==> config.mk <==
export PLATFORM = sky130hd
export DESIGN_NAME = ahbl_gpio_port
export DESIGN_NICKNAME = d
export VERILOG_FILES = /design/src/rtl/ahbl_gpio_port.sv
export SDC_FILE = /design/constraint.sdc
export NUM_CORES = 1
export LEC_CHECK = 0
export ABC_AREA = 1
export BUFFER_PORTS_ARGS = -buffer_cell sky130_fd_sc_hd__buf_2
export CORE_UTILIZATION = 40
export CTS_CLUSTER_SIZE = 14
export DETAILED_ROUTE_END_ITERATION = 8
export PLACE_DENSITY = 0.76
export SLEW_MARGIN = 20
export SYNTH_ARGS = -nofsm -noshare
export SYNTH_HDL_FRONTEND = slang
export SYNTH_SLANG_ARGS = --single-unit
==> constraint.sdc <==
create_clock -name HCLK -period 2.1 [get_ports HCLK]
set_clock_uncertainty 0.2 [all_clocks]
set_input_delay 0.21 -clock HCLK [delete_from_list [all_inputs] [get_ports HCLK]]
set_output_delay 0.21 -clock HCLK [all_outputs]
set_load 0.02 [all_outputs]
==> src/rtl/ahbl_gpio_port.sv <==
// ahbl_gpio_port
//   AHB-Lite responder for one general-purpose I/O port. It has per-pin
//   direction control and, optionally, rising-edge interrupts. Legal word
//   accesses complete with zero wait states. Unmapped offsets (>= 0x18) and
//   non-word sizes get a two-cycle ERROR response and change no state.
//
//   Register map (word offsets, all reset to 0):
//     0x00 DATA  R: synchronized GPIO_IN   W: GPIO_OUT register
//     0x04 DIR   RW, drives GPIO_OE (1 = drive)
//     0x08 IM    RW, interrupt mask
//     0x0C RIS   R,  raw rising-edge status
//     0x10 MIS   R,  RIS & IM
//     0x14 ICR   W,  write-1-to-clear RIS; reads 0
//
//   Optional feature macro: GPIO_IRQ_EN
//     defined   : edge detect, IM/RIS/MIS/ICR and IRQ are implemented.
//     undefined : 0x08..0x14 stay mapped (OKAY) but read 0 and ignore writes,
//                 IRQ is tied 0, and only the 2-flop synchronizer remains.
//
// Ports
//   HCLK, HRESET          bus clock; asynchronous active-high reset
//   HSEL, HADDR, HTRANS,  AHB-Lite address phase (only HADDR[7:2] decoded)
//   HWRITE, HSIZE, HREADY
//   HWDATA                write data, valid in the data phase
//   HREADYOUT, HRESP,     slave response to the splitter's multiplexer
//   HRDATA
//   GPIO_IN               asynchronous pad inputs
//   GPIO_OUT, GPIO_OE     pad output values and output enables
//   IRQ                   registered level interrupt, |(RIS & IM)

module ahbl_gpio_port #(
  parameter int WIDTH = 16
) (
  input  logic             HCLK,
  input  logic             HRESET,
  input  logic             HSEL,
  input  logic [31:0]      HADDR,
  input  logic [1:0]       HTRANS,
  input  logic             HWRITE,
  input  logic [2:0]       HSIZE,
  input  logic [31:0]      HWDATA,
  input  logic             HREADY,
  output logic             HREADYOUT,
  output logic             HRESP,
  output logic [31:0]      HRDATA,
  input  logic [WIDTH-1:0] GPIO_IN,
  output logic [WIDTH-1:0] GPIO_OUT,
  output logic [WIDTH-1:0] GPIO_OE,
  output logic             IRQ
);

  typedef enum logic [1:0] {
    RESP_IDLE,
    RESP_ERR1,
    RESP_ERR2
  } resp_state_e;

  typedef enum logic [2:0] {
    REG_DATA = 3'd0,
    REG_DIR  = 3'd1,
    REG_IM   = 3'd2,
    REG_RIS  = 3'd3,
    REG_MIS  = 3'd4,
    REG_ICR  = 3'd5
  } reg_sel_e;

  resp_state_e       state_q, state_d;
  logic              dp_valid_q, dp_valid_d;   // legal transfer in data phase
  logic              dp_write_q, dp_write_d;
  reg_sel_e          dp_sel_q, dp_sel_d;
  logic [WIDTH-1:0]  data_out_q, data_out_d;
  logic [WIDTH-1:0]  dir_q, dir_d;
  logic [WIDTH-1:0]  sync1_q, sync1_d;
  logic [WIDTH-1:0]  sync2_q, sync2_d;

  logic              addr_accept;
  logic              addr_legal;
  logic              wr_en;
  logic [31:0]       rdata;

  // Only a selected, active (NONSEQ/SEQ) transfer with the bus ready starts
  // a data phase; IDLE and BUSY are ignored.
  assign addr_accept = HSEL & HTRANS[1] & HREADY;
  assign addr_legal  = (HSIZE == 3'b010) && (HADDR[7:5] == 3'b000) &&
                       (HADDR[4:2] < 3'd6);
  // Illegal transfers never set dp_valid, so they cannot write anything.
  assign wr_en       = dp_valid_q & dp_write_q & HREADY;

  // ---------------------------------------------------------------------
  // Data-phase capture and response FSM
  // ---------------------------------------------------------------------
  always_comb begin
    // NOTE: every signal assigned here gets a default first so no path
    // leaves it unassigned, which would otherwise infer a latch.
    dp_valid_d = dp_valid_q;
    dp_write_d = dp_write_q;
    dp_sel_d   = dp_sel_q;
    if (HREADY) begin
      dp_valid_d = addr_accept & addr_legal;
      dp_write_d = HWRITE;
      dp_sel_d   = reg_sel_e'(HADDR[4:2]);
    end
  end

  always_comb begin
    state_d   = state_q;
    HREADYOUT = 1'b1;
    HRESP     = 1'b0;
    unique case (state_q)
      RESP_IDLE: if (addr_accept && !addr_legal) state_d = RESP_ERR1;
      RESP_ERR1: begin
        HREADYOUT = 1'b0;
        HRESP     = 1'b1;
        state_d   = RESP_ERR2;
      end
      RESP_ERR2: begin
        HRESP   = 1'b1;
        state_d = (addr_accept && !addr_legal) ? RESP_ERR1 : RESP_IDLE;
      end
      default: state_d = RESP_IDLE;
    endcase
  end

  // ---------------------------------------------------------------------
  // Port registers and input synchronizer
  // ---------------------------------------------------------------------
  always_comb begin
    data_out_d = data_out_q;
    dir_d      = dir_q;
    sync1_d    = GPIO_IN;
    sync2_d    = sync1_q;
    if (wr_en) begin
      case (dp_sel_q)
        REG_DATA: data_out_d = HWDATA[WIDTH-1:0];
        REG_DIR:  dir_d      = HWDATA[WIDTH-1:0];
        default:  ;
      endcase
    end
  end

  always_ff @(posedge HCLK or posedge HRESET) begin
    // NOTE: sequential state uses non-blocking assignments so every flop
    // samples the pre-edge values regardless of statement order.
    if (HRESET) begin
      state_q    <= RESP_IDLE;
      dp_valid_q <= 1'b0;
      dp_write_q <= 1'b0;
      dp_sel_q   <= REG_DATA;
      data_out_q <= '0;
      dir_q      <= '0;
      sync1_q    <= '0;
      sync2_q    <= '0;
    end else begin
      state_q    <= state_d;
      dp_valid_q <= dp_valid_d;
      dp_write_q <= dp_write_d;
      dp_sel_q   <= dp_sel_d;
      data_out_q <= data_out_d;
      dir_q      <= dir_d;
      sync1_q    <= sync1_d;
      sync2_q    <= sync2_d;
    end
  end

`ifdef GPIO_IRQ_EN
  // ---------------------------------------------------------------------
  // Edge detect, status and interrupt
  // ---------------------------------------------------------------------
  logic [WIDTH-1:0] prev_q, prev_d;
  logic [WIDTH-1:0] im_q, im_d;
  logic [WIDTH-1:0] ris_q, ris_d;
  logic             irq_q, irq_d;
  logic [WIDTH-1:0] rise;
  logic [WIDTH-1:0] icr_clr;

  assign rise    = sync2_q & ~prev_q;
  assign icr_clr = (wr_en && dp_sel_q == REG_ICR) ? HWDATA[WIDTH-1:0] : '0;

  always_comb begin
    prev_d = sync2_q;
    im_d   = (wr_en && dp_sel_q == REG_IM) ? HWDATA[WIDTH-1:0] : im_q;
    // A new edge in the same cycle as a clear keeps the bit set.
    ris_d  = (ris_q & ~icr_clr) | rise;
    irq_d  = |(ris_q & im_q);
  end

  always_ff @(posedge HCLK or posedge HRESET) begin
    if (HRESET) begin
      prev_q <= '0;
      im_q   <= '0;
      ris_q  <= '0;
      irq_q  <= 1'b0;
    end else begin
      prev_q <= prev_d;
      im_q   <= im_d;
      ris_q  <= ris_d;
      irq_q  <= irq_d;
    end
  end

  assign IRQ = irq_q;
`else
  assign IRQ = 1'b0;
`endif

  // ---------------------------------------------------------------------
  // Read data: driven only during a legal read data phase, else 0
  // ---------------------------------------------------------------------
  always_comb begin
    rdata = '0;
    if (dp_valid_q && !dp_write_q) begin
      case (dp_sel_q)
        REG_DATA: rdata[WIDTH-1:0] = sync2_q;
        REG_DIR:  rdata[WIDTH-1:0] = dir_q;
`ifdef GPIO_IRQ_EN
        REG_IM:   rdata[WIDTH-1:0] = im_q;
        REG_RIS:  rdata[WIDTH-1:0] = ris_q;
        REG_MIS:  rdata[WIDTH-1:0] = ris_q & im_q;
`endif
        default:  rdata = '0;
      endcase
    end
  end

  assign HRDATA   = rdata;
  assign GPIO_OUT = data_out_q;
  assign GPIO_OE  = dir_q;

  // Address bits outside the decoded window, the HTRANS SEQ/NONSEQ
  // distinction and write-data bits above the port width carry no meaning.
  logic unused_bus;
  assign unused_bus = ^{HADDR[31:8], HADDR[1:0], HTRANS[0]};

  if (WIDTH < 32) begin : g_hwdata_pad
    logic unused_hwdata;
    assign unused_hwdata = ^HWDATA[31:WIDTH];
  end

endmodule

==> reports/qor.yml <==
sta:
  period_share_pct: 94.9
  rsz0062_at_grt: "no"
  setup_violations: 0
  slew_violations: 0
  period_needed_ps: 1990
  setup_tns_ps: 0
  setup_ws_ps: 106
  max_clock_freq_mhz: 502
  finalHoldViolCount: 0
critical_path:
  max_stage_delay_ps: 410
  worst_ep_arrival_time_ps: 1580
  critPathCaptureType: "primary output"
  crit_chain: "nor2_4 -> buf_12 -> nand3_1 -> a21oi_2 -> buf_2"
  ff2ff_setup_slack_ps: 290
  worstPathRequired_ps: 1690
  crit_type: "flop to primary output"
  critPathBufInv: 2
  cp_slowest_cell: "dfrtp_1"
  cp_top_family: "flip-flops"
  cp-start-kind: "flop"
  cp_max_fo: 34
global_routing:
  grt_pass1_vias: 2580
  grt_max_degree: 72
  grt_pass1_wl_mm: 11.9
  antenna_found_initial: 0
  grtUsageTotal_pct: 21.2
  grt-ovfl-total: 0
layout:
  antenna_cells: 0
  syn2layout_area_growth_pct: 40.0
  nFillCells: 597
  regArea_um2: 1780
  multi_input_comb_area_um2: 968
  final_cell_area_um2: 4090
  nets: 537
  final_layout_size_suffix_gt1_share_pct: 27.7
clock_tree:
  cts_buffer_depth: 2
  cts_max_level: 3
  numCtsBuffers: 9
  root_buffer: "clkbuf_8"
  cts_tree: "built"
  path_clk_slew_ps: 70
  insertion_delay_ps: 340
  clock-sinks: 71
power:
  switching_power_w: 0.000785
  power_w: 0.00295
  switching_share_pct: 26.6
  p_leak_nw: 2.18
  p_comb_share_pct: 14.2
  vdd_drop_max_v: 0.000563
  sequentialPowerShare_pct: 49.4
  intPower_w: 0.00217
  clockPowerShare_pct: 36.4
  powerDensity_nw_per_um2: 723
logic_synthesis:
  synth_area_leaders: "dfrtp_1 (61%), nand2_1 (11%), nand3_1 (6.2%)"
  yosysSeqAreaShare_pct: 60.8
  async_flop_share_pct: 100
  yosysWarnings: 0
  synth.distinct_cells: 19
  synth_top_area_cell: "dfrtp_1"
  syn_inst: 302
  synth_top_cell_area_share_pct: 60.8
  ys_ff_latch: 71
  syn_area_per_cell_um2: 9.67
  synthFlopType: "dfrtp_1"
  syn_area_um2: 2920
  synthTopCellsByCount: "nand2_1 (86), dfrtp_1 (71), nand3_1 (36), o21ai_0 (26), buf_4 (18)"
  synth-edff-count: 0
  yosysMostFrequentCell: "nand2_1"
job:
  drv_cap: 0
route:
  drt-total-wl_mm: 7.43
  vias_per_cell: 4.70
  vias: 2552
  drc_errors: 0
  drt-pass1-iter-count: 5
  drtIter0Drc: 66
  wl_per_cell_um: 13.7
  antenna_left: 0
die:
  fp.dieW_um: 87.4
  coreArea_um2: 6910
  die-height_um: 87.4
  rows: 30
  initial_core_util_pct: 42.3
  boundaryPins: 157
  die_area_um2: 7650
placement:
  placed_area_um2: 3430
  gp_congestion: 0.766
  portBuffers: 96
  dp_hpwl_mm: 4.74
  dpl_worst_slack_ps: 309
hold_path:
  hp-class: "input port to flop"
outcome:
  status: "finished, final reports clean"
==> metal layers <==
layer,track usage [%],up-vias,routed length (µm)
li1,-,1221,-
met1,24.0,1220,3020
met2,37.4,99,3810
met3,5.40,12,469
met4,9.54,0,128
met5,0,-,0
==> worst min-delay path: cells and delay by family <==
family                 cells  cell delay [ps]
AOI/OAI and AO/OA          1               70
and+or+nand+nor            1               70
buffers and inverters      1              170
==> power groups by stage <==
stage,Clock [W],Combinational [W],Sequential (W)
2_1_floorplan,0,0.000256,0.00148
3_3_place_gp,0,0.000336,0.00148
3_5_place_dp,0,0.000350,0.00148
4_1_cts,0.00110,0.000415,0.00146
5_1_grt,0.00117,0.000469,0.00146
6_report,0.00108,0.000419,0.00146
==> repair_timing <==
item | CTS | global route
hold endpoints to repair | 124 | 0
setup buffers | 0 | 0
resized for setup | 0 | 2
hold buffers | 45 | 0
endpoints found under the setup margin | 0 | 12
==> final cells by class <==
| class | instances | area share (%) |
|---|---|---|
| Clock inverter | 5 | 1.41 |
| Sequential cell | 71 | 43.5 |
| Tap cell | 96 | 2.94 |
| Timing Repair Buffer | 144 | 23.9 |
| Clock buffer | 11 | 3.46 |
| Inverter | 11 | 1.10 |
| Multi-Input combinational cell | 205 | 23.7 |
==> metrics by stage <==
| stage | hold WS, ps | instances | utilization, % |
|---|---|---|---|
| after floorplan | 41.4 | 318 | - |
| after global placement | 118 | 482 | 49.7 |
| after detailed placement | 119 | 482 | 49.7 |
| after CTS | 0.608 | 543 | 59.1 |
| after global routing | 34.5 | 543 | 59.2 |
| final | 20.6 | 543 | 59.2 |
==> placed cells by master, fill, tap and decap left out, drive strengths merged <==
master / instances
inv: 10
a21oi: 16
nand2: 88
dlygate4sd3: 45
bufinv: 1
buf: 99
nand3: 37
clkinv: 1
o21ai: 34
dfrtp: 71
nor2: 8
ha: 5
clkbuf: 11
conb: 17
clkinvlp: 4
==> state kept, by name, summed over array words and instances, names as in the netlist <==
register	count
GPIO_OE	16
GPIO_OUT	16
sync1_q	16
sync2_q	16
dp_sel_q	3
state_q	2
dp_valid_q	1
dp_write_q	1
==> cell families after synthesis <==
group / Yosys count / share of synthesized area (%)
other: 1 / 0.128
adders and majority gates: 5 / 2.14
AOI/OAI and AO/OA: 50 / 8.57
buffers and inverters: 42 / 8.27
DFF: 71 / 60.8
and+or+nand+nor: 133 / 20.1
==> path summary, 6_finish.rpt <==
check                      cells past startpoint                        to                    start
max                                            5                 HRDATA[3]  dp_sel_q[1]$_DFFE_PP0P_
min                                            3    dp_write_q$_DFFE_PP0P_                   HREADY
max reg2reg                                    6  GPIO_OUT[13]$_DFFE_PP0P_  dp_sel_q[1]$_DFFE_PP0P_
min reg2reg                                    0      sync2_q[4]$_DFF_PP0_     sync1_q[4]$_DFF_PP0_
max in group asynchronous                      4      sync1_q[0]$_DFF_PP0_                   HRESET
min in group asynchronous                      4    state_q[1]$_DFFE_PP0P_                   HRESET
Power figures use the tool's default switching activity.
